$ cat config.mk
export PLATFORM = sky130hd
export DESIGN_NAME = ui_panel_ctrl_flat
export DESIGN_NICKNAME = d
export VERILOG_FILES = /design/src/rtl/ui_panel_ctrl_pkg.sv /design/src/rtl/ui_panel_ctrl_if.sv /design/src/rtl/ui_panel_ctrl_pb_debounce.sv /design/src/rtl/ui_panel_ctrl.sv /design/src/flat_wrapper.sv
export SDC_FILE = /design/constraint.sdc
export NUM_CORES = 1
export LEC_CHECK = 0
export BUFFER_PORTS_ARGS = -buffer_cell sky130_fd_sc_hd__buf_2
export CAP_MARGIN = 20
export CORE_MARGIN = 2
export CORE_UTILIZATION = 55
export CTS_BUF_LIST = sky130_fd_sc_hd__clkbuf_4 sky130_fd_sc_hd__clkbuf_8 sky130_fd_sc_hd__clkbuf_16
export DETAILED_ROUTE_END_ITERATION = 10
export PLACE_DENSITY = 0.69
export RECOVER_POWER = 100
export SETUP_SLACK_MARGIN = 0.15
export SLEW_MARGIN = 10
export SYNTH_ARGS = -nofsm -noshare
export SYNTH_HDL_FRONTEND = slang
export SYNTH_SLANG_ARGS = --single-unit
$ cat constraint.sdc
create_clock -name clk -period 4.8 [get_ports clk]
set_input_delay 0.96 -clock clk [delete_from_list [all_inputs] [get_ports clk]]
set_output_delay 0.96 -clock clk [all_outputs]
set_load 0.01 [all_outputs]
$ cat src/rtl/ui_panel_ctrl_pkg.sv
`default_nettype none
// +--------------------------------------------------------------------+
// | Package : ui_pkg                                                   |
// | Default constants, repeat-state encoding and width helper for the  |
// | UI panel controller.                                               |
// | Rev     : 1.0 - initial release                                    |
// +--------------------------------------------------------------------+
package ui_pkg;

  localparam int DEF_NUM_MODES    = 4;
  localparam int DEF_CTRL_MIN     = 1;
  localparam int DEF_CTRL_MAX     = 128;
  localparam int DEF_DEB_TICKS    = 20;
  localparam int DEF_HOLD_TICKS   = 50000;
  localparam int DEF_REPEAT_TICKS = 10000;

  // Auto-repeat phase: waiting for the hold delay, then running at the period.
  typedef enum logic [0:0] {
    REP_HOLD = 1'b0,
    REP_RUN  = 1'b1
  } rep_state_t;

  // Width of the mode index; never below 1 bit.
  function automatic int mode_w(input int n);
    return (n <= 2) ? 1 : $clog2(n);
  endfunction

endpackage
`default_nettype wire

$ cat src/rtl/ui_panel_ctrl_if.sv
`default_nettype none
// +--------------------------------------------------------------------+
// | Interface : ui_panel_ctrl_if                                       |
// | Buttons, tick strobe and panel outputs of the UI panel controller. |
// | Rev       : 1.0 - initial release                                  |
// +--------------------------------------------------------------------+
interface ui_panel_ctrl_if #(
  parameter int NUM_MODES = ui_pkg::DEF_NUM_MODES,
  parameter int CTRL_W    = 8
);
  localparam int MODE_W = ui_pkg::mode_w(NUM_MODES);

  logic                 tick;
  logic [1:0]           h_pb;
  logic [1:0]           v_pb;
  logic [MODE_W-1:0]    mode;
  logic [NUM_MODES-1:0] mode_led;
  logic [CTRL_W-1:0]    ctrl;
  logic                 mode_upd;
  logic                 ctrl_upd;

  modport master (
    output tick, h_pb, v_pb,
    input  mode, mode_led, ctrl, mode_upd, ctrl_upd
  );

  modport slave (
    input  tick, h_pb, v_pb,
    output mode, mode_led, ctrl, mode_upd, ctrl_upd
  );
endinterface
`default_nettype wire

$ cat src/rtl/ui_panel_ctrl_pb_debounce.sv
`default_nettype none
// +--------------------------------------------------------------------+
// | Module : pb_debounce                                               |
// | One push button: 2-flop synchroniser, tick-based debounce, press   |
// | edge detect and optional hold/auto-repeat events.                  |
// | Rev    : 1.0 - initial release                                     |
// +--------------------------------------------------------------------+
module pb_debounce #(
  parameter int DEB_TICKS    = ui_pkg::DEF_DEB_TICKS,
  parameter int REPEAT_EN    = 0,
  parameter int HOLD_TICKS   = ui_pkg::DEF_HOLD_TICKS,
  parameter int REPEAT_TICKS = ui_pkg::DEF_REPEAT_TICKS
) (
  input  wire logic clk,
  input  wire logic rst,
  input  wire logic i_tick,
  input  wire logic i_raw,
  output logic      o_evt
);
  import ui_pkg::*;

  localparam int DCW = $clog2(DEB_TICKS + 1);

  logic           r_sync1;
  logic           r_sync2;
  logic           r_level;
  logic           r_level_d;
  logic           r_press;
  logic [DCW-1:0] r_dcnt;
  logic           w_rep_evt;

  // Two-flop synchroniser for the asynchronous raw button.
  always_ff @(posedge clk or posedge rst) begin
    if (rst) begin
      r_sync1 <= 1'b0;
      r_sync2 <= 1'b0;
    end else begin
      r_sync1 <= i_raw;
      r_sync2 <= r_sync1;
    end
  end

  // Debounce: accept a new level after DEB_TICKS consecutive differing ticks.
  always_ff @(posedge clk or posedge rst) begin
    if (rst) begin
      r_level <= 1'b0;
      r_dcnt  <= '0;
    end else if (r_sync2 == r_level) begin
      r_dcnt <= '0;
    end else if (i_tick) begin
      if (r_dcnt == DCW'(DEB_TICKS - 1)) begin
        r_level <= r_sync2;
        r_dcnt  <= '0;
      end else begin
        r_dcnt <= r_dcnt + DCW'(1);
      end
    end
  end

  // Press pulse on the debounced 0->1 transition only.
  always_ff @(posedge clk or posedge rst) begin
    if (rst) begin
      r_level_d <= 1'b0;
      r_press   <= 1'b0;
    end else begin
      r_level_d <= r_level;
      r_press   <= r_level & ~r_level_d;
    end
  end

  generate
    if (REPEAT_EN != 0) begin : g_rep
      localparam int RCW = $clog2(HOLD_TICKS + REPEAT_TICKS + 1);

      rep_state_t     r_st;
      rep_state_t     w_st_nxt;
      logic [RCW-1:0] r_rcnt;
      logic [RCW-1:0] w_rcnt_nxt;
      logic           r_evt;
      logic           w_evt_nxt;

      // Repeat state, counter and event register.
      always_ff @(posedge clk or posedge rst) begin
        if (rst) begin
          r_st   <= REP_HOLD;
          r_rcnt <= '0;
          r_evt  <= 1'b0;
        end else begin
          r_st   <= w_st_nxt;
          r_rcnt <= w_rcnt_nxt;
          r_evt  <= w_evt_nxt;
        end
      end

      // Hold delay first, then a fixed repeat period while the level stays high.
      always_comb begin
        w_st_nxt   = r_st;
        w_rcnt_nxt = r_rcnt;
        w_evt_nxt  = 1'b0;
        if (!r_level) begin
          w_st_nxt   = REP_HOLD;
          w_rcnt_nxt = '0;
        end else if (i_tick) begin
          case (r_st)
            REP_HOLD: begin
              if (r_rcnt == RCW'(HOLD_TICKS - 1)) begin
                w_evt_nxt  = 1'b1;
                w_rcnt_nxt = '0;
                w_st_nxt   = REP_RUN;
              end else begin
                w_rcnt_nxt = r_rcnt + RCW'(1);
              end
            end
            default: begin
              if (r_rcnt == RCW'(REPEAT_TICKS - 1)) begin
                w_evt_nxt  = 1'b1;
                w_rcnt_nxt = '0;
              end else begin
                w_rcnt_nxt = r_rcnt + RCW'(1);
              end
            end
          endcase
        end
      end

      assign w_rep_evt = r_evt;
    end else begin : g_norep
      assign w_rep_evt = 1'b0;
    end
  endgenerate

  assign o_evt = r_press | w_rep_evt;

endmodule
`default_nettype wire

$ cat src/rtl/ui_panel_ctrl.sv
`default_nettype none
// +--------------------------------------------------------------------+
// | Module : ui_panel_ctrl                                             |
// | Mode selector (next/prev buttons) and wrapping control word        |
// | (up/down buttons with auto-repeat) with registered update pulses.  |
// | Rev    : 1.0 - initial release                                     |
// +--------------------------------------------------------------------+
module ui_panel_ctrl #(
  parameter int NUM_MODES    = ui_pkg::DEF_NUM_MODES,
  parameter int MODE_WRAP    = 0,
  parameter int CTRL_W       = 8,
  parameter int CTRL_MIN     = ui_pkg::DEF_CTRL_MIN,
  parameter int CTRL_MAX     = ui_pkg::DEF_CTRL_MAX,
  parameter int DEB_TICKS    = ui_pkg::DEF_DEB_TICKS,
  parameter int HOLD_TICKS   = ui_pkg::DEF_HOLD_TICKS,
  parameter int REPEAT_TICKS = ui_pkg::DEF_REPEAT_TICKS
) (
  input wire logic         clk,
  input wire logic         rst,
  ui_panel_ctrl_if.slave   bus
);
  import ui_pkg::*;

  localparam int MODE_W = mode_w(NUM_MODES);

  localparam logic [MODE_W-1:0] c_MODE_MAX = MODE_W'(NUM_MODES - 1);
  localparam logic [CTRL_W-1:0] c_CTRL_MIN = CTRL_W'(CTRL_MIN);
  localparam logic [CTRL_W-1:0] c_CTRL_MAX = CTRL_W'(CTRL_MAX);

  generate
    if (CTRL_MIN >= CTRL_MAX || 64'(CTRL_MAX) >= (64'(1) << CTRL_W) ||
        NUM_MODES < 2 || NUM_MODES > 16) begin : g_param_err
      $error("ui_panel_ctrl: illegal NUM_MODES / CTRL_MIN / CTRL_MAX / CTRL_W");
    end
  endgenerate

  logic w_next;
  logic w_prev;
  logic w_up;
  logic w_dn;

  pb_debounce #(.DEB_TICKS(DEB_TICKS), .REPEAT_EN(0),
                .HOLD_TICKS(HOLD_TICKS), .REPEAT_TICKS(REPEAT_TICKS)) u_pb_next (
    .clk(clk), .rst(rst), .i_tick(bus.tick), .i_raw(bus.h_pb[1]), .o_evt(w_next));

  pb_debounce #(.DEB_TICKS(DEB_TICKS), .REPEAT_EN(0),
                .HOLD_TICKS(HOLD_TICKS), .REPEAT_TICKS(REPEAT_TICKS)) u_pb_prev (
    .clk(clk), .rst(rst), .i_tick(bus.tick), .i_raw(bus.h_pb[0]), .o_evt(w_prev));

  pb_debounce #(.DEB_TICKS(DEB_TICKS), .REPEAT_EN(1),
                .HOLD_TICKS(HOLD_TICKS), .REPEAT_TICKS(REPEAT_TICKS)) u_pb_up (
    .clk(clk), .rst(rst), .i_tick(bus.tick), .i_raw(bus.v_pb[0]), .o_evt(w_up));

  pb_debounce #(.DEB_TICKS(DEB_TICKS), .REPEAT_EN(1),
                .HOLD_TICKS(HOLD_TICKS), .REPEAT_TICKS(REPEAT_TICKS)) u_pb_dn (
    .clk(clk), .rst(rst), .i_tick(bus.tick), .i_raw(bus.v_pb[1]), .o_evt(w_dn));

  logic [MODE_W-1:0]    r_mode;
  logic [NUM_MODES-1:0] r_mode_led;
  logic                 r_mode_upd;
  logic [CTRL_W-1:0]    r_ctrl;
  logic                 r_ctrl_upd;

  logic [MODE_W-1:0]    w_mode_nxt;
  logic                 w_mode_chg;
  logic [CTRL_W-1:0]    w_ctrl_nxt;
  logic                 w_ctrl_chg;

  // Next mode: saturate or wrap at the ends; opposing events cancel.
  always_comb begin
    w_mode_nxt = r_mode;
    w_mode_chg = 1'b0;
    if (w_next && !w_prev) begin
      if (r_mode != c_MODE_MAX) begin
        w_mode_nxt = r_mode + MODE_W'(1);
        w_mode_chg = 1'b1;
      end else if (MODE_WRAP != 0) begin
        w_mode_nxt = '0;
        w_mode_chg = 1'b1;
      end
    end else if (w_prev && !w_next) begin
      if (r_mode != '0) begin
        w_mode_nxt = r_mode - MODE_W'(1);
        w_mode_chg = 1'b1;
      end else if (MODE_WRAP != 0) begin
        w_mode_nxt = c_MODE_MAX;
        w_mode_chg = 1'b1;
      end
    end
  end

  // Next control word: always wraps between CTRL_MIN and CTRL_MAX.
  always_comb begin
    w_ctrl_nxt = r_ctrl;
    w_ctrl_chg = 1'b0;
    if (w_up && !w_dn) begin
      w_ctrl_nxt = (r_ctrl == c_CTRL_MAX) ? c_CTRL_MIN : r_ctrl + CTRL_W'(1);
      w_ctrl_chg = 1'b1;
    end else if (w_dn && !w_up) begin
      w_ctrl_nxt = (r_ctrl == c_CTRL_MIN) ? c_CTRL_MAX : r_ctrl - CTRL_W'(1);
      w_ctrl_chg = 1'b1;
    end
  end

  // Mode, its one-hot LED decode and update pulse are registered together.
  always_ff @(posedge clk or posedge rst) begin
    if (rst) begin
      r_mode     <= '0;
      r_mode_led <= NUM_MODES'(1);
      r_mode_upd <= 1'b0;
    end else begin
      r_mode     <= w_mode_nxt;
      r_mode_led <= NUM_MODES'(1) << w_mode_nxt;
      r_mode_upd <= w_mode_chg;
    end
  end

  // Control word and its update pulse.
  always_ff @(posedge clk or posedge rst) begin
    if (rst) begin
      r_ctrl     <= c_CTRL_MIN;
      r_ctrl_upd <= 1'b0;
    end else begin
      r_ctrl     <= w_ctrl_nxt;
      r_ctrl_upd <= w_ctrl_chg;
    end
  end

  assign bus.mode     = r_mode;
  assign bus.mode_led = r_mode_led;
  assign bus.mode_upd = r_mode_upd;
  assign bus.ctrl     = r_ctrl;
  assign bus.ctrl_upd = r_ctrl_upd;

endmodule
`default_nettype wire

$ cat src/flat_wrapper.sv
// flat-port wrapper written by rule: the top's interface ports become plain ports
module ui_panel_ctrl_flat import ui_pkg::*;
#(
  parameter int NUM_MODES    = ui_pkg::DEF_NUM_MODES,
  parameter int MODE_WRAP    = 0,
  parameter int CTRL_W       = 8,
  parameter int CTRL_MIN     = ui_pkg::DEF_CTRL_MIN,
  parameter int CTRL_MAX     = ui_pkg::DEF_CTRL_MAX,
  parameter int DEB_TICKS    = ui_pkg::DEF_DEB_TICKS,
  parameter int HOLD_TICKS   = ui_pkg::DEF_HOLD_TICKS,
  parameter int REPEAT_TICKS = ui_pkg::DEF_REPEAT_TICKS
)
  (clk, rst, bus_tick, bus_h_pb, bus_v_pb, bus_mode, bus_mode_led, bus_ctrl, bus_mode_upd, bus_ctrl_upd);
  ui_panel_ctrl_if #(.NUM_MODES(NUM_MODES), .CTRL_W(CTRL_W)) bus_i ();
  input wire logic clk;
  input wire logic rst;
  input wire logic [$bits(bus_i.tick)-1:0] bus_tick;
  input wire logic [$bits(bus_i.h_pb)-1:0] bus_h_pb;
  input wire logic [$bits(bus_i.v_pb)-1:0] bus_v_pb;
  output wire logic [$bits(bus_i.mode)-1:0] bus_mode;
  output wire logic [$bits(bus_i.mode_led)-1:0] bus_mode_led;
  output wire logic [$bits(bus_i.ctrl)-1:0] bus_ctrl;
  output wire logic [$bits(bus_i.mode_upd)-1:0] bus_mode_upd;
  output wire logic [$bits(bus_i.ctrl_upd)-1:0] bus_ctrl_upd;
  assign bus_i.tick = bus_tick;
  assign bus_i.h_pb = bus_h_pb;
  assign bus_i.v_pb = bus_v_pb;
  assign bus_mode = bus_i.mode;
  assign bus_mode_led = bus_i.mode_led;
  assign bus_ctrl = bus_i.ctrl;
  assign bus_mode_upd = bus_i.mode_upd;
  assign bus_ctrl_upd = bus_i.ctrl_upd;
  ui_panel_ctrl #(.NUM_MODES(NUM_MODES), .MODE_WRAP(MODE_WRAP), .CTRL_W(CTRL_W), .CTRL_MIN(CTRL_MIN), .CTRL_MAX(CTRL_MAX), .DEB_TICKS(DEB_TICKS), .HOLD_TICKS(HOLD_TICKS), .REPEAT_TICKS(REPEAT_TICKS)) u_core (.clk(clk), .rst(rst), .bus(bus_i));
endmodule
# After elaboration in Yosys (flattened, before gate mapping)
# Index checks and enable logic that the tools add are counted.
# W data, S select, Z words.
word_totals:
  inputBits: 7
  output_inout_bits: 16
  reg_bits: 92
classes:
  eq_ne: 17
  bitwise_logic: 14
  mux: 52
  addsub: 10
  n_reduce_logical: 18
  shifts: 1
ops:
  columns: ["operator", "count"]
  rows:
  - ["$mux W16", 10]
  - ["$mux W5", 12]
  - ["$add A16 B1 Y16 const B", 2]
  - ["$eq A16 B14 Y1 const B", 2]
  - ["$eq A16 B16 Y1 const B", 2]
  - ["$mux W8", 4]
  - ["$mux W1", 22]
  - ["$add A5 B1 Y5 const B", 4]
  - ["$eq A5 B5 Y1 const B", 4]
  - ["$reduce_and A3 Y1", 4]
  - ["$reduce_bool A2 Y1", 6]
  - ["$add A8 B1 Y8 const B", 1]
  - ["$eq A8 B1 Y1 const B", 1]
  - ["$eq A8 B8 Y1 const B", 1]
  - ["$mux W2", 4]
  - ["$not A1 Y1", 8]
  - ["$sub A8 B1 Y8 const B", 1]
  - ["$ne A2 B2 Y1 const B", 3]
  - ["$and A1 B1 Y1", 4]
  - ["$eq A1 B1 Y1", 4]
  - ["$logic_and A1 B1 Y1", 4]
  - ["$logic_not A1 Y1", 4]
  - ["$shl A1 B2 Y4 const A", 1]
  - ["$add A2 B1 Y2 const B", 1]
  - ["2 further kinds", 3]

# Logic depth before layout (Yosys ltp)
# Gate-level depths: netlist (run 1).
depth:
  ltp_word: 5
  mapped_depth: 8
  ltp_nobuf: 7

# Modules after synthesis
# Synthesis (run 1) repeated with hierarchy kept, for this count alone.
unflattened:
  cells_unflattened: 474
  area_unflattened_um2: 4774.6
modules_own_cells:
  columns: ["module", "area_each_um2", "cells_per_inst", "seq_area_each_um2", "instances"]
  rows:
  - ["pb_debounce at u_core.u_pb_dn ...", 1441.4, 145, 700.7, 2]
  - ["ui_panel_ctrl", 1036.0, 114, 402.9, 1]
  - ["pb_debounce at u_core.u_pb_next ...", 427.9, 35, 250.2, 2]

# Worst setup path after synthesis (run 1)
# OpenSTA, ideal clock, no wires.
synth_timing:
  path_kind: "input to register"
  start: "in bus_tick"
  end: "reg u_core.u_pb_dn.g_rep.r_rcnt[13]"
  stages: 5
  path_slack_ns: 2.506
  arrival_ns: 2.152
  path_buffers: 4
  t_required_ns: 4.658
  cell_sequence: "clkbuf_1 > clkbuf_1 > clkbuf_1 > clkbuf_1 > o221ai_1"
synth_between:
  elab_chain_len: 1
synth_rtl:
  columns: ["element", "line", "text"]
  rows:
  - ["start: declaration", "flat_wrapper.sv:17", "input wire logic [$bits(bus_i.tick)-1:0] bus_tick;"]
  - ["$ne A2 B2 Y1 (no line)", null, null]
  - ["end signal: assignment", "ui_panel_ctrl_pb_debounce.sv:90", "r_rcnt <= w_rcnt_nxt;"]
  - ["end: declaration", "ui_panel_ctrl_pb_debounce.sv:77", "logic [RCW-1:0] r_rcnt;"]
# Every way passes these cells.
# A chain may end at the register's enable or synchronous reset.

# Worst setup path after layout (run 1)
layout_timing:
  start: "in bus_tick"
  end: "reg u_core.u_pb_next.r_dcnt[3]"
layout_between:
  elab_chain_len: 1
layout_rtl:
  columns: ["element", "line", "text"]
  rows:
  - ["$reduce_bool A2 Y1 (no line)", null, null]
  - ["end signal: assignment", "ui_panel_ctrl_pb_debounce.sv:55", "r_dcnt <= r_dcnt + DCW'(1);"]
  - ["end: declaration", "ui_panel_ctrl_pb_debounce.sv:29", "logic [DCW-1:0] r_dcnt;"]
# Every way passes these cells.

==> metrics.md, run 1 <==
| Metric | Value |
|---|---|
| Status | finished with violations |
| Failing checks | capacitance limit, slew limit |
| Die ar. | 9300 sq um |
| Fin. max-slew vios | 52 |
| Post-CTS Setup Inserts | 0 |
| CP endpoint | u_core.u_pb_next.r_dcnt[3] |
| P per Cell Area | 290 nW/um^2 |
| Core ar. | 8260 sq um |
| GR Util All Layers | 21.1% |
| Area of the multi-input gates | 2220 sq um |
| Ys Warns | 0 |
| Fin nets | 526 |
| Reg2reg end | u_core.bus.ctrl[2] |
| Util after Layout | 61.2% |
| Slew headroom | -51.9% |
| Worst flop-to-flop path startpoint | u_core.bus.ctrl[0] |
| Register bit total from synthesis | 92 |
| Top Family by Delay on Critical Path | buffers and inverters |
| DP Worst Slack | 1930 ps |
| Leakage | 2.17 nW |
| # rows | 33 |
| Clock root cell | clkbuf_8 |
| Worst skew pair latency | 350 ps |
| Total Power Consumption | 1.47 mW |
| Wirelength per Cell | 14.3 um |
| Initial core utilization | 56.9% |
| Yosys cell types | 58 |
| I/O pins | 23 |
| Post-synth EDFFs | 0 |
| CP Max Fanout | 27 |
| Via density | 5.81 |
| First-pass GRT wire length | 15500 um |
| HP Class | reg -> reg |
| Final Setup Violations | 0 |
| CTS tree | done |
| Final Cycle Share | 69.2% |
| Asr flop ratio synth | 100% |
| Detailed Route WL | 8870 um |
| CTS Hold Bufs | 0 |
| CP endpoint kind | flop |
| Post-synth top flop | dfrtp_1 |
| Storage element area | 2300 sq um |
| Clock tree sinks | 92 |
| CP Depth | 6 |
| IO Port Bufs | 22 |
| Reg2reg path depth | 5 |
| Final TNS setup | 0 ps |
| Bufs and invs on worst path | 2 |
| Initial DRC Count | 165 |
| Clock transition at path regs | 90 ps |
| Critical Path RT | 5050 ps |
| Register area share after synthesis | 49.0% |
| Final worst setup slack | 1480 ps |
| Drt pass-1 iters | 4 |
| Min Clock Period, post-route | 3320 ps |
| Setup crit start | bus_tick |
| GRT overflow | 0 |
| Peak Freq | 301 MHz |
| Met3 Resource Use GR | 3.10% |
| DRC | 0 |
| RSZ-0062 raised after global routing | no |
| Syn-to-layout area delta | 7.45% |
| Crit path launch type | input port |
| Met2 usage | 35.5% |
| Number of diodes | 0 |
| Syn Nets | 515 |
| Final hold violation count | 0 |
| R2R Setup Slk | 2450 ps |
| Last weighted congestion value of the routability-driven placer | 0.822 |
| Filler cells | 724 |
| Final Skew | 8.94 ps |
| Clock tree buffer depth | 2 |
| Max incr delay on CP | 910 ps |
| CTS Buf Count | 9 |
| Post_cts resized | 0 |
| Mapped Cells | 497 |
| CP max stage cell | clkbuf_1 |
| Antenna viol nets, final | 0 |
| Critical path class | in -> reg |
| Critical Path AT | 3570 ps |
| HPWL Detailed | 5800 um |
| Initial antenna violation count | 0 |
| Max-cap violations | 1 |
| GR Util met1 | 28.0% |
| Die X | 96.5 um |
| Synthesized area per cell | 9.46 sq um |
| Ordered list of cells on the worst path | clkbuf_1 > clkinv_1 > a311o_1 > nor2b_1 > o21ai_0 > o31ai_1 |
| CTS HTree Levels | 3 |
| Pin count of the biggest net entering global routing | 52 |
| Routed via count | 3589 |
| Maximum vdd drop | 0.222 mV |
| Top Usage Layer GRT | met2 |
| Die Y-Extent | 96.5 um |
| Via count of the first global-routing pass | 3470 |
| Post-Syn Area | 4700 sq um |
| Worst-Margin Slew | 2270 ps |
| Layout cell share with drive strength beyond 1 | 7.21% |
[through the flow]
step / instance area, sq um / instances / hold WS [ps]
3_3_place_gp: 4830 / 602 / 333
6_report: 5050 / 618 / 358
2_1_floorplan: 4700 / 497 / 331
4_1_cts: 5080 / 618 / 362
3_5_place_dp: 4830 / 602 / 339
5_1_grt: 5050 / 618 / 376
[per-layer routing]
metal	wire length [um]	up-vias
li1	-	1791
met1	4270	1740
met2	4230	46
met3	234	12
met4	132	0
met5	0	-
[final cells by class]
type | count | area share [%]
sequential | 92 | 45.6
clock buffer | 10 | 2.72
multi-input combinational | 370 | 44.0
tap | 105 | 2.60
inverter | 11 | 0.842
timing repair buffer | 24 | 1.96
clock inverter | 6 | 2.20
[cells in the final DEF (no fill, tap or decap), types with 3 or more instances in the layout]
cell,netlist,routed
a21boi_0,5,6
a21o_1,3,3
a21oi_1,24,24
a31oi_1,5,5
and2_0,0,7
and3_1,8,8
and4_1,3,3
buf_2,2,6
bufinv_16,0,3
clkbuf_1,15,17
clkbuf_8,1,10
dfrtp_1,90,90
ha_1,11,11
inv_1,10,9
mux2_2,5,5
mux2i_1,3,3
nand2_1,56,56
nand3_1,27,27
nand3b_1,7,7
nand4_1,20,20
nand4b_1,3,3
nor2_1,40,40
nor2b_1,19,19
nor3_1,23,23
nor3b_1,5,5
nor4_1,4,4
o21ai_0,25,26
o221ai_1,5,5
o22ai_1,3,3
or3_1,4,4
xnor2_1,13,13
xor2_1,9,9
[synth_stat cells, types with 3 or more instances]
master    count  share of area [%]
nor2b_1      19                2.5
nand4b_1      3               0.56
inv_1        10               0.80
nand3b_1      7                1.1
o22ai_1       3               0.40
clkbuf_1     15                1.2
nand2_1      56                4.5
a21oi_1      24                2.6
o221ai_1      5               0.93
xor2_1        9                1.7
nor3b_1       5               0.80
and3_1        8                1.1
mux2i_1       3               0.64
nor4_1        4               0.53
buf_6         3               0.72
and2_1        9                1.2
and4_1        3               0.56
nand3_1      27                2.9
nor3_1       23                2.4
nor2_1       40                3.2
a31oi_1       5               0.67
a21o_1        3               0.48
xnor2_1      13                2.4
mux2_2        5                1.2
or3_1         4               0.53
o21ai_0      25                2.7
ha_1         11                2.9
nand4_1      20                2.7
a21boi_0      5               0.80
dfrtp_1      90                 48
[report_power, final]
part,total (mW),internal [mW],switching [mW]
clock,0.633,0.360,0.273
sequential,0.790,0.783,0.00690
combinational,0.0432,0.0103,0.0329
[registers in the layout, summed over array words and instances, names as in the netlist, 2 cells and up]
| signal | flops |
|---|---|
| u_core.u_pb_dn.g_rep.r_rcnt | 16 |
| u_core.u_pb_up.g_rep.r_rcnt | 16 |
| u_core.bus.ctrl | 8 |
| u_core.u_pb_dn.r_dcnt | 5 |
| u_core.u_pb_next.r_dcnt | 5 |
| u_core.u_pb_prev.r_dcnt | 5 |
| u_core.u_pb_up.r_dcnt | 5 |
| u_core.bus.mode_led | 4 |
| u_core.bus.mode | 2 |
[cells by family (layout without fill, tap and decap cells)]
| kind of cell | after synthesis | after routing | share of synthesized area [%] |
|---|---|---|---|
| DFF | 92 | 92 | 49.0 |
| adders and majority gates | 11 | 11 | 2.93 |
| buffers and inverters | 35 | 51 | 3.57 |
| AOI/OAI and AO/OA | 88 | 88 | 11.6 |
| xor gates and xnor gates | 22 | 22 | 4.10 |
| muxes | 8 | 8 | 1.84 |
| and+or+nand+nor | 241 | 241 | 27.0 |
[worst min-delay path by stage]
stage / from / end / slack, ps / depth (start not counted)
after floorplan: u_core.u_pb_dn.r_sync1 / u_core.u_pb_dn.r_sync2 / 330 / 0
after global placement: u_core.u_pb_up.r_sync1 / u_core.u_pb_up.r_sync2 / 330 / 0
after detailed placement: u_core.u_pb_prev.r_sync1 / u_core.u_pb_prev.r_sync2 / 340 / 0
after CTS: u_core.u_pb_next.r_sync1 / u_core.u_pb_next.r_sync2 / 360 / 0
after global routing: u_core.u_pb_next.r_sync1 / u_core.u_pb_next.r_sync2 / 380 / 0
final: u_core.u_pb_next.r_sync1 / u_core.u_pb_next.r_sync2 / 360 / 0
No activity file was read; power rests on OpenSTA's default activity.
==> inputs of run 2 (changes only) <==
Settings changed: PLACE_DENSITY 0.69 to 0.72.
Clock period 4.8 ns to 2.95 ns, I/O delays scaled along.
==> run 2 against run 1 <==
Routed wire length down 1.7%. Clock skew shrank 0.88 ps. Global-route usage is 0.52 points lower. Flip-flop and latch count unchanged. The flow now finishes without violations. Critical path depth stayed put.
==> metrics.md, run 2 (synthesis results as in run 1) <==
| Metric | Value |
|---|---|
| Worst Hold Depth | 1 |
| Critical path class | in -> reg |
| Antenna viol nets, final | 0 |
| Syn-to-layout area delta | 7.00% |
| Util after Layout | 60.9% |
| Die X | 96.5 um |
| Die ar. | 9300 sq um |
| Post_cts resized | 0 |
| CTS HTree Levels | 3 |
| Post-CTS Setup Inserts | 0 |
| Core ar. | 8260 sq um |
| P per Cell Area | 443 nW/um^2 |
| Worst skew pair latency | 350 ps |
| Total Power Consumption | 2.23 mW |
| HP Class | in -> reg |
| R2R Setup Slk | 720 ps |
| Pin count of the biggest net entering global routing | 75 |
| Routed via count | 3605 |
| Final Cell Area | 5030 sq um |
| Drt pass-1 iters | 5 |
| Top Usage Layer GRT | met2 |
| Met2 usage | 34.6% |
| Clock root cell | clkbuf_8 |
| Wirelength per Cell | 14.1 um |
| Initial antenna violation count | 0 |
| Most common cell after layout, fill and taps aside | dfrtp_1 |
| Most frequent cells in the layout | 90 x dfrtp_1, 56 x nand2_1, 40 x nor2_1 |
| Die Y-Extent | 96.5 um |
| Initial DRC Count | 194 |
| Via count of the first global-routing pass | 3411 |
| Final Cycle Share | 76.8% |
| Slew headroom | 41.6% |
| GRT overflow | 0 |
| Via density | 5.81 |
| # rows | 33 |
| Placed Area | 4860 sq um |
| Final hold violation count | 0 |
| Worst flop-to-flop path startpoint | u_core.u_pb_dn.g_rep.r_rcnt[11] |
| Worst-Margin Slew | 872 ps |
| Max-cap violations | 0 |
| Hold Path End | u_core.u_pb_next.r_sync1 |
| Number of diodes | 0 |
| CP max stage cell | clkbuf_1 |
| Maximum vdd drop | 0.233 mV |
| RSZ-0062 raised after global routing | no |
| Most used cell, CP | clkbuf_1 |
| CP Max Fanout | 18 |
| Final Skew | 8.06 ps |
| IO Port Bufs | 22 |
| GR Util All Layers | 20.6% |
| Met3 Resource Use GR | 4.19% |
| Final worst setup slack | 685 ps |
| Crit path launch type | input port |
| Initial core utilization | 56.9% |
| DRC | 0 |
| First-pass GRT wire length | 15100 um |
| Status | finished, final reports clean |
| CTS Hold Bufs | 0 |
| I/O pins | 23 |
| Critical Path RT | 3220 ps |
| GR Util met1 | 27.2% |
| Critical Path AT | 2540 ps |
| Fin. max-slew vios | 0 |
| Detailed Route WL | 8720 um |
| Reg2reg end | u_core.u_pb_dn.g_rep.r_rcnt[10] |
| DP Worst Slack | 776 ps |
| CTS Buf Count | 9 |
| Top Family by Delay on Critical Path | buffers and inverters |
| Ordered list of cells on the worst path | clkbuf_1 > clkinv_1 > clkbuf_1 > nor3_1 > a31oi_1 > a21boi_0 |
| Final TNS setup | 0 ps |
| CTS tree | done |
| Final Setup Violations | 0 |
| Clock tree sinks | 92 |
| HPWL Detailed | 5880 um |
| CP endpoint kind | flop |
| Bufs and invs on worst path | 3 |
| Min Clock Period, post-route | 2270 ps |
| Fin nets | 528 |
| Clock tree buffer depth | 2 |
| Peak Freq | 441 MHz |
| Hold_sp | bus_h_pb[1] |
| Reg2reg path depth | 5 |
| Clock transition at path regs | 100 ps |
| Max incr delay on CP | 600 ps |
| Last weighted congestion value of the routability-driven placer | 0.836 |
| Leakage | 2.16 nW |
| Layout cell share with drive strength beyond 1 | 7.18% |
## run 2: cell type report
type | count | area (sq um)
clock buffers | 10 | 131
clock inverters | 6 | 71.3
fillers | 716 | 3230
inverters | 11 | 42.5
multi-input cells | 370 | 2220
flip-flops and latches | 92 | 2300
well taps | 105 | 131
repair buffers | 26 | 124
## run 2: how the worst max path moves through the flow
stage,startpoint,to,slack [ps],cells past startpoint
6_report,bus_tick,u_core.u_pb_dn.g_rep.r_rcnt[10],680,6
5_1_grt,bus_tick,u_core.u_pb_dn.g_rep.r_rcnt[10],460,6
4_1_cts,u_core.u_pb_dn.g_rep.r_rcnt[7],u_core.u_pb_dn.g_rep.r_rcnt[10],760,5
3_5_place_dp,u_core.u_pb_dn.g_rep.r_rcnt[11],u_core.u_pb_dn.g_rep.r_rcnt[10],780,5
3_3_place_gp,u_core.u_pb_dn.g_rep.r_rcnt[7],u_core.u_pb_dn.g_rep.r_rcnt[10],850,5
2_1_floorplan,u_core.bus.ctrl[2],u_core.bus.ctrl[2],890,6
## run 2: metrics by stage
stage / cells / hold WS [ps]
global placement: 604 / 333
finish: 620 / 331
floorplan: 497 / 331
global route: 620 / 300
CTS: 620 / 240
detailed placement: 604 / 335
## run 2: power breakdown
group | internal [mW] | total [mW] | switching [mW]
sequential | 1.27 | 1.28 | 0.0109
clock | 0.410 | 0.867 | 0.457
combinational | 0.0199 | 0.0745 | 0.0546
total | 1.70 | 2.23 | 0.523
## run 2: routing by layer
metal	share of wire [%]	vias up
met3	3.3	11
met5	0	-
met2	48	59
met1	47	1748
met4	0.93	0
li1	-	1787
==> inputs of run 3 (changes only) <==
Clock period 2.95 ns to 1.8 ns, I/O delays scaled along.
==> run 3 against run 2 <==
The run now ends with capacitance limit, slew limit, setup timing left. Hold slack worse by 240 ps. Critical endpoint is now u_core.u_pb_dn.g_rep.r_rcnt[6]. Via count rose by 8.5%. Critical path type is now reg -> reg. Total power increased by 61%. Routed wire length rose by 15%. Sequential power rose by 65%. Flip-flop and latch count unchanged.
==> metrics.md, run 3 (synthesis results as in run 1) <==
| Metric | Value |
|---|---|
| I/O pins | 23 |
| Pin count of the biggest net entering global routing | 65 |
| Setup crit start | u_core.u_pb_dn.g_rep.r_rcnt[12] |
| Critical path class | reg -> reg |
| IO Port Bufs | 22 |
| Final hold violation count | 0 |
| CTS Hold Bufs | 0 |
| Via count of the first global-routing pass | 3805 |
| Critical Path AT | 2240 ps |
| Number of diodes | 0 |
| Last weighted congestion value of the routability-driven placer | 0.850 |
| Final Hold Slack | 90.1 ps |
| Most frequent cells in the layout | 90 x dfrtp_1, 54 x nand2_1, 34 x nor2_1 |
| Min Clock Period, post-route | 1970 ps |
| Switching component of the power | 0.922 mW |
| Leakage | 2.42 nW |
| Fin. max-slew vios | 65 |
| Maximum vdd drop | 0.473 mV |
| CP endpoint kind | flop |
| Worst skew pair latency | 370 ps |
| GRT overflow | 0 |
| GR Util All Layers | 22.9% |
| Clock tree buffer depth | 2 |
| Layout cell share with drive strength beyond 1 | 19.9% |
| CTS HTree Levels | 3 |
| Clk network pwr share | 37.6% |
| CTS Buf Count | 9 |
| Critical Path RT | 2070 ps |
| Slew headroom | -3.62% |
| Switching Fraction | 25.7% |
| Clock root cell | clkbuf_8 |
| Final Cycle Share | 109% |
| Fin nets | 575 |
| Die ar. | 9300 sq um |
| Syn-to-layout area delta | 17.0% |
| Via density | 5.86 |
| Crit path launch type | flop |
| # rows | 33 |
| Failing checks | capacitance limit, slew limit, setup timing |
| Final Setup Violations | 17 |
| Initial core utilization | 56.9% |
| Worst-Margin Slew | 1550 ps |
| Initial DRC Count | 199 |
| Final TNS setup | -1480 ps |
| Antenna viol nets, final | 0 |
| First-pass GRT wire length | 16800 um |
| Cell internal pwr | 2.66 mW |
| Wirelength per Cell | 15.1 um |
| Detailed Route WL | 10100 um |
| CTS tree | done |
| Sequential fraction of design power | 58.8% |
| Clock transition at path regs | 100 ps |
| HP Class | in -> reg |
| Combinational fraction of design power | 3.6% |
| P per Cell Area | 651 nW/um^2 |
| Initial antenna violation count | 0 |
| Final worst setup slack | -166 ps |
| Clock tree sinks | 92 |
| Drt pass-1 iters | 5 |
| DRC | 0 |
| Die Y-Extent | 96.5 um |
| Max-cap violations | 1 |
| Final Skew | 11.8 ps |
| Die X | 96.5 um |
| Status | finished with violations |
| Routed via count | 3911 |
| RSZ-0062 raised after global routing | yes |
| Core ar. | 8260 sq um |
| Most common cell after layout, fill and taps aside | dfrtp_1 |
| Peak Freq | 509 MHz |
| Worst flop-to-flop path startpoint | u_core.u_pb_dn.g_rep.r_rcnt[12] |
| Util after Layout | 66.6% |
| Hold_sp | bus_h_pb[1] |
| HPWL Detailed | 6640 um |
| CP Max Fanout | 3 |
## run 3: cell types whose count changed in the layout (fill, tap and decap cells not counted), sizes merged
cell / delta
clkbuf: +4
clkinv: -2
buf: +41
bufinv: -1
a21o: +1
inv: +4
## run 3: final cells by class
cell class,count,area [sq um]
sequential,92,2300
tap,105,131
clock inverter,7,62.6
inverter,11,42.5
timing repair buffer,72,453
fill,680,2760
multi-input combinational,371,2380
clock buffer,9,124
## run 3: routing by layer
layer	track usage [%]	part of all wire (%)	up-vias
li1	-	-	1896
met1	28.8	44	1927
met2	39.7	51	76
met3	4.03	3.2	12
met4	8.33	1.4	0
met5	0	0	-
## run 3: worst max-delay path: stages (launching register included)
cell and delay (ps):
dfrtp_1 390, or4_4 530, or4_4 460, buf_6 150, a21oi_2 120, o21ai_1 70, and2_1 160
## run 3: power groups by stage
| stage | clock, mW | combinational [mW] | sequential (mW) |
|---|---|---|---|
| finish | 1.35 | 0.128 | 2.11 |
| detailed placement | 0 | 0.139 | 2.15 |
| CTS | 1.38 | 0.139 | 2.11 |
| global route | 1.47 | 0.149 | 2.11 |
| floorplan | 0 | 0.0914 | 2.14 |
| global placement | 0 | 0.132 | 2.15 |
## run 3: path summary, 6_finish.rpt
kind,endpoint,slack (ps),cells after the start
max,u_core.u_pb_dn.g_rep.r_rcnt[6],-170,6
min,u_core.u_pb_next.r_sync1,90,1
max reg2reg,u_core.u_pb_dn.g_rep.r_rcnt[6],-170,6
min reg2reg,u_core.u_pb_dn.r_sync2,360,0
max in group asynchronous,u_core.u_pb_up.r_level,320,3
min in group asynchronous,u_core.bus.mode_led[2],500,3
## run 3: per-stage QoR
stage | power [mW] | worst slack [ps] | std cells | cell area, sq um
after floorplan | 2.23 | -147 | 497 | 4730
after global routing | 3.73 | -210 | 667 | 5500
after CTS | 3.63 | -167 | 663 | 5510
after detailed placement | 2.29 | -257 | 643 | 5180
after global placement | 2.28 | -230 | 643 | 5180
final | 3.58 | -166 | 667 | 5500
## run 3: repair_timing
action	CTS	global route
cloned	1	0
setup endpoints to repair	26	38
resized for setup	24	32
pin swaps	8	21
buffers inserted	3	4
